[src/rtl/mem_access_unit.sv]
// Load/store unit between a pipeline and a single-port RAM: checks alignment,
// builds lane strobes, waits for ram_ack with a timeout and extends load data.
module mem_access_unit #(
   parameter int DATA_W  = 32,
   parameter int ADDR_W  = 32,
   parameter int TIMEOUT = 15
) (
   input  logic                clk,
   input  logic                rst,
   input  logic                req_valid,
   input  logic                req_write,
   input  logic [1:0]          req_size,
   input  logic                req_sign_ext,
   input  logic [ADDR_W-1:0]   req_addr,
   input  logic [DATA_W-1:0]   req_wdata,
   output logic                req_ready,
   output logic                resp_valid,
   output logic [DATA_W-1:0]   resp_rdata,
   output logic                addr_read_error,
   output logic                addr_write_error,
   output logic                bus_error,
   output logic                stall,
   output logic                ram_en,
   output logic [DATA_W/8-1:0] ram_write_en,
   output logic [ADDR_W-1:0]   ram_addr,
   output logic [DATA_W-1:0]   ram_write_data,
   input  logic [DATA_W-1:0]   ram_read_data,
   input  logic                ram_ack
);

   localparam int LANES = DATA_W / 8;
   localparam int OFF_W = (DATA_W == 64) ? 3 : 2;

   typedef enum logic [1:0] {
      IDLE   = 2'd0,
      ACCESS = 2'd1,
      RESP   = 2'd2
   } state_t;

   state_t            state_r;
   logic              write_r;
   logic [1:0]        size_r;
   logic              sext_r;
   logic [OFF_W-1:0]  off_r;
   logic [15:0]       wait_cnt_r;

   logic [OFF_W-1:0]  off_s;
   logic              illegal_s;
   logic [LANES-1:0]  base_s;
   logic [LANES-1:0]  lanes_s;
   logic [DATA_W-1:0] wdata_shift_s;
   logic [DATA_W-1:0] rd_shift_s;
   logic [DATA_W-1:0] keep_s;
   logic              sign_s;
   logic [DATA_W-1:0] rdata_s;
   logic              timeout_s;

   assign off_s         = req_addr[OFF_W-1:0];
   assign wdata_shift_s = req_wdata << {off_s, 3'b000};
   assign lanes_s       = base_s << off_s;
   assign rd_shift_s    = ram_read_data >> {off_r, 3'b000};
   assign rdata_s       = (rd_shift_s & keep_s) | ((sext_r && sign_s) ? ~keep_s : '0);
   // This is the last waiting cycle: the counter would reach TIMEOUT on this edge.
   assign timeout_s     = (wait_cnt_r == 16'(TIMEOUT - 1));
   assign stall         = ((state_r != IDLE) && !resp_valid) || ((state_r == IDLE) && req_valid);

   // Request legality and byte-lane pattern for the incoming request.
   always_comb begin
      illegal_s = 1'b0;
      base_s    = '0;
      case (req_size)
         2'b00: begin
            illegal_s = 1'b0;
            base_s    = LANES'(8'h01);
         end
         2'b01: begin
            illegal_s = req_addr[0];
            base_s    = LANES'(8'h03);
         end
         2'b10: begin
            illegal_s = (req_addr[1:0] != 2'b00);
            base_s    = LANES'(8'h0F);
         end
         default: begin
            illegal_s = (DATA_W != 64) || (req_addr[2:0] != 3'b000);
            base_s    = LANES'(8'hFF);
         end
      endcase
   end

   // Width mask and sign bit for the latched load size.
   always_comb begin
      keep_s = '1;
      sign_s = 1'b0;
      case (size_r)
         2'b00: begin
            keep_s = DATA_W'(8'hFF);
            sign_s = rd_shift_s[7];
         end
         2'b01: begin
            keep_s = DATA_W'(16'hFFFF);
            sign_s = rd_shift_s[15];
         end
         2'b10: begin
            keep_s = DATA_W'(32'hFFFF_FFFF);
            sign_s = rd_shift_s[31];
         end
         default: begin
            keep_s = '1;
            sign_s = 1'b0;
         end
      endcase
   end

   // Access FSM with all bus and response outputs registered.
   always_ff @(posedge clk) begin
      if (rst) begin
         state_r          <= IDLE;
         write_r          <= 1'b0;
         size_r           <= 2'b00;
         sext_r           <= 1'b0;
         off_r            <= '0;
         wait_cnt_r       <= 16'd0;
         req_ready        <= 1'b1;
         resp_valid       <= 1'b0;
         resp_rdata       <= '0;
         addr_read_error  <= 1'b0;
         addr_write_error <= 1'b0;
         bus_error        <= 1'b0;
         ram_en           <= 1'b0;
         ram_write_en     <= '0;
         ram_addr         <= '0;
         ram_write_data   <= '0;
      end else begin
         case (state_r)
            IDLE: begin
               resp_valid       <= 1'b0;
               addr_read_error  <= 1'b0;
               addr_write_error <= 1'b0;
               bus_error        <= 1'b0;
               resp_rdata       <= '0;
               if (req_valid) begin
                  write_r   <= req_write;
                  size_r    <= req_size;
                  sext_r    <= req_sign_ext;
                  off_r     <= off_s;
                  req_ready <= 1'b0;
                  if (illegal_s) begin
                     state_r          <= RESP;
                     resp_valid       <= 1'b1;
                     addr_read_error  <= !req_write;
                     addr_write_error <= req_write;
                  end else begin
                     state_r        <= ACCESS;
                     wait_cnt_r     <= 16'd0;
                     ram_en         <= 1'b1;
                     ram_addr       <= {req_addr[ADDR_W-1:OFF_W], {OFF_W{1'b0}}};
                     ram_write_en   <= req_write ? lanes_s : '0;
                     ram_write_data <= req_write ? wdata_shift_s : '0;
                  end
               end else begin
                  req_ready <= 1'b1;
               end
            end
            ACCESS: begin
               if (ram_ack || timeout_s) begin
                  state_r        <= RESP;
                  resp_valid     <= 1'b1;
                  bus_error      <= !ram_ack;
                  resp_rdata     <= (ram_ack && !write_r) ? rdata_s : '0;
                  ram_en         <= 1'b0;
                  ram_write_en   <= '0;
                  ram_addr       <= '0;
                  ram_write_data <= '0;
               end else begin
                  wait_cnt_r <= wait_cnt_r + 16'd1;
               end
            end
            RESP: begin
               state_r          <= IDLE;
               req_ready        <= 1'b1;
               resp_valid       <= 1'b0;
               resp_rdata       <= '0;
               addr_read_error  <= 1'b0;
               addr_write_error <= 1'b0;
               bus_error        <= 1'b0;
            end
            default: begin
               state_r   <= IDLE;
               req_ready <= 1'b1;
               ram_en    <= 1'b0;
            end
         endcase
      end
   end

endmodule

[config.mk]
export PLATFORM = sky130hd
export DESIGN_NAME = mem_access_unit
export DESIGN_NICKNAME = d
export VERILOG_FILES = /design/src/rtl/mem_access_unit.sv
export SDC_FILE = /design/constraint.sdc
export NUM_CORES = 1
export LEC_CHECK = 0
export CAP_MARGIN = 25
export CORE_MARGIN = 3
export CORE_UTILIZATION = 35
export DETAILED_ROUTE_END_ITERATION = 6
export PLACE_DENSITY = 0.72
export SYNTH_ARGS = -nofsm -noshare
export SYNTH_HDL_FRONTEND = slang
export SYNTH_SLANG_ARGS = --single-unit
export TNS_END_PERCENT = 10
[constraint.sdc]
create_clock -name clk -period 2.45 [get_ports clk]
set_clock_uncertainty 0.15 [all_clocks]
set_input_delay 0.49 -clock clk [delete_from_list [all_inputs] [get_ports clk]]
set_output_delay 0.49 -clock clk [all_outputs]
set_load 0.01 [all_outputs]
# Yosys cells after proc, flatten, opt, wreduce, memory -nomap -nowiden
# Index checks and enable logic that the tools add are counted.
[op_classes]
muxes = 47
n_bitwise = 4
n_eq_ne = 11
n_addsub = 1
shift = 3
n_reduce_logical = 27
[op_table]
columns = ["cell", "count"]
rows = [
  ["32-bit 2-to-1 mux", 9],
  ["32-bit one-hot mux with 2 select lines", 4],
  ["16-bit 2-to-1 mux", 3],
  ["32-bit AND", 1],
  ["32-bit NOT", 1],
  ["32-bit bitwise OR", 1],
  ["16-bit one-hot mux with 2 select lines", 1],
  ["32-bit by 5-bit left shift with 32-bit output", 1],
  ["32-bit by 5-bit right shift with 32-bit output", 1],
  ["16-bit by 1-bit adder with 16-bit output, second input constant", 1],
  ["16-bit by 4-bit == test with 1-bit output, second input constant", 1],
  ["4-bit 2-to-1 mux", 4],
  ["4-bit one-hot mux with 2 select lines", 2],
  ["1-bit 2-to-1 mux", 12],
  ["1-bit one-hot mux with 3 select lines", 4],
  ["4-bit AND reduction", 3],
  ["2-bit nonzero test", 5],
  ["2-bit != test, second input constant", 4],
  ["1-bit one-hot mux with 2 select lines", 4],
  ["2-bit AND reduction", 4],
  ["2-bit by 1-bit == test with 1-bit output, second input constant", 3],
  ["2-bit == test, second input constant", 3],
  ["2-bit logical NOT", 3],
  ["2-bit 2-to-1 mux", 3],
  ["other kinds (8)", 15],
]
[totals]
ff_bits = 130
in_bits = 104

# Depth between registers and ports, before layout
[logic_depth]
ltp_word = 8
mapped_depth = 11

# Worst setup path after synthesis
# Ideal clock, no wire load.
[synth_path]
path_type = "register to register"
startpoint = "register state_r[0]"
endpoint = "register wait_cnt_r[15]"
path_stages_with_launch = 10
setup_time_ns = 0.071
period_less_slack_ns = 2.219
path_slack_ns = 0.231
arrival_time_ns = 1.998
cell_sequence = "dfxtp_1 inv_1 ha_1 buf_2 nand2b_1 o211a_1 buf_2 or2_1 or4_1 a21oi_1"
[synth_via]
elab_chain_cells = 3
elab_cells_between_ends = 8
cone_classes = "eq/ne: 4; mux: 1; reduce/logical: 3"
[synth_rtl]
columns = ["element", "line_no", "source"]
rows = [
  ["from (decl)", "40", "state_t state_r;"],
  ["from (signal assigned)", "118", "state_r <= IDLE;"],
  ["from (signal assigned)", "149", "state_r <= RESP;"],
  ["from (signal assigned)", "154", "state_r <= ACCESS;"],
  ["2-bit by 1-bit == test with 1-bit output / 2-bit logical NOT (equally long branches)", "135", "case (state_r)"],
  ["2-bit != test (no line) / 2-bit nonzero test (equally long branches)", "n/a", ""],
  ["4-bit AND reduction (no line)", "n/a", ""],
  ["to (signal assigned)", "176", "wait_cnt_r <= wait_cnt_r + 16'd1;"],
  ["to (decl)", "45", "logic [15:0] wait_cnt_r;"],
]
# Parallel ways exist; a longest one is shown, timed or not.
# A chain may end at the register's enable or synchronous reset.

# Worst setup path in the final report
[layout_path]
startpoint = "register wait_cnt_r[0]"
endpoint = "register wait_cnt_r[6]"
[layout_via]
elab_chain_cells = 4
elab_cells_between_ends = 7
cone_classes = "add/sub: 1; eq/ne: 2; mux: 2; reduce/logical: 2"
[layout_rtl]
columns = ["element"]
rows = [
  ["parallel branches: the longest is 4 deep, another holds 16-bit by 1-bit adder with 16-bit output"],
]
# Several ways; the timed one is not identified. The select of a mux whose other input is x is not followed.

==> impl_summary.log <==
INFO  metric max_slew.worst_pin.slew = 0.734 ns
INFO  metric layout.cells.non_filler = 1074
INFO  metric crit_path_end_kind = register
INFO  metric cts_tree = built
INFO  metric clock_path_buffers = 2
INFO  metric mostFrequentLayoutCells = sky130_fd_sc_hd__clkdlybuf4s50_1, sky130_fd_sc_hd__dfxtp_1, sky130_fd_sc_hd__buf_4
INFO  metric synth_top_family_by_area = compound AO/OA/AOI/OAI gates
INFO  metric status = completed
INFO  metric postSynth.asyncResetShare = 0%
INFO  metric finalNetCount = 955
INFO  metric die_x = around 130 um
INFO  metric clock_sink_total = 128
INFO  metric placementRows = 46
INFO  metric final_core_util = 56.1%
INFO  metric pin_count_of_the_biggest_net_entering_global_routing = 58
INFO  metric synth_top_cell_by_area = sky130_fd_sc_hd__dfxtp_1
INFO  metric arithmetic_cell_share_of_the_synthesized_area_counting_full_adders_half_adders_and_majority_gates = 1.30%
INFO  metric vdd_ir_drop_max = 0.506 mV
INFO  metric worst_ep_required_time = 2.64 ns
INFO  metric p_sw_share = between 20% and 30%
INFO  metric area_delta_synth_final = 55.2%
INFO  metric number_of_global_route_vias_before_repair = 5427
INFO  metric drtAntennaViolNets = 0
INFO  metric placement.io_buffers = around 210
INFO  metric layout-drive-gt1-share = 13.5%
INFO  metric clock.fmax = 434 MHz
INFO  metric floorplan.io_pins = 211
INFO  metric hold_path.class = reg2reg
INFO  metric antenna_found_initial = 0
INFO  metric path_clk_slew = about 0.060 ns
INFO  metric remaining_drc_errors = 0
INFO  metric grt_first_pass_wirelength = 28400 um
INFO  metric postSynthRegisterBits = 128
INFO  metric dominantRegCellSynth = sky130_fd_sc_hd__dfxtp_1
INFO  metric synth-compound-area-share = 23.6%
INFO  metric num_antenna_cells = 0
INFO  metric floorplan.initialDensity = 36.1%
INFO  metric seq_area_frac_synth = 44.3%
INFO  metric fin_crit_sh = 94.0%
INFO  metric clock_power_share = 43.1%
INFO  metric p_sw = 1.46 mW
INFO  metric die_h = 135 um
INFO  metric hold_slack = 0.307 ns
INFO  metric setup_viol = 0
INFO  metric globalRouteOverflowTotal = 0
INFO  metric ys_warn_count = 0
INFO  metric first_iter_violations = 389
INFO  metric global_route.usage.total = roughly a fifth
INFO  metric clockRootBuffer = sky130_fd_sc_hd__clkbuf_16
INFO  metric share_comb_of_total_power = 17.7%
INFO  metric total_area_of_multi_input_combinational_cells = 2970 um^2
INFO  metric synth_simple_gate_area_share = 17.3%
INFO  metric synth.area.top_cells = sky130_fd_sc_hd__dfxtp_1, sky130_fd_sc_hd__a22o_1, sky130_fd_sc_hd__mux2i_1, sky130_fd_sc_hd__a21oi_1, sky130_fd_sc_hd__nand3b_1
INFO  metric path_class = reg2reg
INFO  metric routed_wire_length_per_instance = ~17 um
INFO  metric drt_pass1_iterations = 5
INFO  metric number_of_synthesized_flops_with_an_enable_pin = 0
INFO  metric worst-endpoint-arrival = 2.49 ns
INFO  metric mostFrequentLayoutCell = sky130_fd_sc_hd__clkdlybuf4s50_1
INFO  metric floorplan.die_area = 18100 um^2
INFO  metric start_kind = register
INFO  metric slew-limit-headroom = 50.9%
INFO  metric p_int = around 4.2 mW
INFO  metric seq_power_share = between 30% and 40%
INFO  metric grt_setup_unrepaired = no
INFO  metric synthDominantCellAreaShare = 44.3%
INFO  metric syn_avg_cell_area = 9.41 um^2
INFO  metric muxShareOfSynthArea = under 10%
INFO  metric routabilityCongestion = around 0.86
INFO  metric final.fill_count = ~1500
INFO  metric drv_slew = 0
INFO  metric period_minus_slack = 2.30 ns
INFO  metric core-area = 16000 um^2
INFO  metric h-tree-depth = 4
INFO  metric syn_inst = 614
INFO  metric dp_cells = 1042
INFO  metric detail_route.vias_per_cell = 5.22
INFO  metric static-leakage-power = approximately 3.3 nW
INFO  metric seqCellArea = approximately 2600 um^2
INFO  metric drt-total-wl = 18000 um
INFO  metric synth_xor_area_share = 0.909%
INFO  metric critical_path_peak_fanout = 9
INFO  metric estimated_wirelength_of_the_detail_placed_design = 13200 um
INFO  metric synth.cell_area = 5780 um^2
INFO  metric cap_violations = 0
INFO  metric powerDensity = 628 nW/um^2
INFO  metric cts_made_buffers = 17
INFO  metric post_synth_num_cell_types = 58
INFO  metric worstSkewPairLatency = 0.41 ns
INFO  metric vias = 5603
INFO  metric finalHoldViolCount = 0
state kept, by name, summed over array words and instances, names as in the netlist, 2 cells and up:
register	count
off_r	2
ram_addr	30
ram_write_data	32
ram_write_en	4
resp_rdata	32
size_r	2
state_r	2
wait_cnt_r	16
cell type report:
cell class | instances | share of cell area, %
tap | 216 | 3.01
timing repair buffer | 263 | 28.6
sequential | 128 | 28.6
clock inverter | 14 | 1.60
clock buffer | 18 | 4.78
inverter | 9 | 0.377
multi-input combinational | 426 | 33.1
path summary, 6_finish.rpt:
| path | startpoint | to | slack, ns | cells after the start |
|---|---|---|---|---|
| worst max-delay path | wait_cnt_r[0] | wait_cnt_r[6] | 0.15 | 8 |
| worst min-delay path | ram_write_data[3] | ram_write_data[3] | 0.31 | 2 |
| worst min register to register | ram_write_data[3] | ram_write_data[3] | 0.31 | 2 |
| worst max register to register | wait_cnt_r[0] | wait_cnt_r[6] | 0.15 | 8 |
synthesized netlist by cell type, types with 3 or more instances:
| cell | count |
|---|---|
| sky130_fd_sc_hd__a21oi_1 | 45 |
| sky130_fd_sc_hd__buf_2 | 20 |
| sky130_fd_sc_hd__inv_1 | 9 |
| sky130_fd_sc_hd__nor4_1 | 4 |
| sky130_fd_sc_hd__a22o_1 | 38 |
| sky130_fd_sc_hd__o31ai_1 | 20 |
| sky130_fd_sc_hd__mux2i_1 | 24 |
| sky130_fd_sc_hd__nor2_1 | 33 |
| sky130_fd_sc_hd__and3_1 | 3 |
| sky130_fd_sc_hd__or2_1 | 3 |
| sky130_fd_sc_hd__nand3_1 | 14 |
| sky130_fd_sc_hd__nor3b_1 | 4 |
| sky130_fd_sc_hd__or3_1 | 5 |
| sky130_fd_sc_hd__nand3b_1 | 29 |
| sky130_fd_sc_hd__a211o_1 | 7 |
| sky130_fd_sc_hd__nand2b_1 | 4 |
| sky130_fd_sc_hd__dfxtp_1 | 128 |
| sky130_fd_sc_hd__xnor2_1 | 5 |
| sky130_fd_sc_hd__nor2b_1 | 12 |
| sky130_fd_sc_hd__o21ai_0 | 22 |
| sky130_fd_sc_hd__a32o_1 | 7 |
| sky130_fd_sc_hd__a221o_1 | 16 |
| sky130_fd_sc_hd__ha_1 | 6 |
| sky130_fd_sc_hd__or4_1 | 5 |
| sky130_fd_sc_hd__nand2_1 | 47 |
| sky130_fd_sc_hd__buf_1 | 11 |
| sky130_fd_sc_hd__nand4_1 | 4 |
| sky130_fd_sc_hd__mux2_2 | 16 |
| sky130_fd_sc_hd__nor3_1 | 7 |
| sky130_fd_sc_hd__and2_1 | 3 |
| sky130_fd_sc_hd__o211ai_1 | 10 |
| sky130_fd_sc_hd__clkbuf_1 | 17 |
| sky130_fd_sc_hd__or2_2 | 3 |
worst max-delay path: stages (launching register included):
cell	delay, ns
sky130_fd_sc_hd__dfxtp_1	0.38
sky130_fd_sc_hd__inv_1	0.10
sky130_fd_sc_hd__ha_1	0.20
sky130_fd_sc_hd__nor3b_1	0.14
sky130_fd_sc_hd__and4_1	0.20
sky130_fd_sc_hd__a211o_2	0.40
sky130_fd_sc_hd__buf_4	0.18
sky130_fd_sc_hd__or3_1	0.34
sky130_fd_sc_hd__a21oi_1	0.16
metrics by stage:
| step | TNS [ns] | power [mW] | area, um^2 | setup slack (ns) |
|---|---|---|---|---|
| 4_1_cts | 0 | 5.68 | 8970 | 0.154 |
| 3_5_place_dp | -8.97 | 3.25 | 8400 | -0.226 |
| 6_report | 0 | 5.63 | 8970 | 0.148 |
| 5_1_grt | 0 | 5.88 | 8970 | 0.00122 |
| 2_1_floorplan | 0 | 2.72 | 5780 | 0.231 |
| 3_3_place_gp | -6.10 | 3.24 | 8400 | -0.170 |
logic make-up after synthesis:
family / after synthesis
AOI/OAI and AO/OA: 185
other: 1
xor gates and xnor gates: 6
adders and majority gates: 6
muxes: 41
buffers and inverters: 61
DFF: 128
and+or+nand+nor: 186
power by group through the flow:
stage / combinational (mW) / sequential [mW] / clock, mW
after floorplan: 0.451 / 2.27 / 0
after global placement: 0.992 / 2.25 / 0
after detailed placement: 0.996 / 2.25 / 0
after CTS: 1.00 / 2.21 / 2.48
after global routing: 1.08 / 2.22 / 2.58
final: 0.999 / 2.21 / 2.43
what timing repair did:
| item | 4_1_cts | 5_1_grt |
|---|---|---|
| endpoints found under the setup margin | 1 | 0 |
| resized for setup | 1 | 0 |
| hold buffers | 0 | 0 |
| hold endpoints to repair | 0 | 0 |
| setup buffers | 0 | 0 |
per-layer routing:
layer | wire [um] | part of all wire, % | GRT usage (%) | vias up
met5 | 0 | 0 | 0 | -
met4 | 370 | 2.1 | 7.13 | 0
met3 | 1040 | 5.8 | 4.43 | 28
met2 | 8830 | 49 | 31.9 | 177
met1 | 7800 | 43 | 25.2 | 2653
li1 | - | - | - | 2745
(Power assumes the default switching activity.)
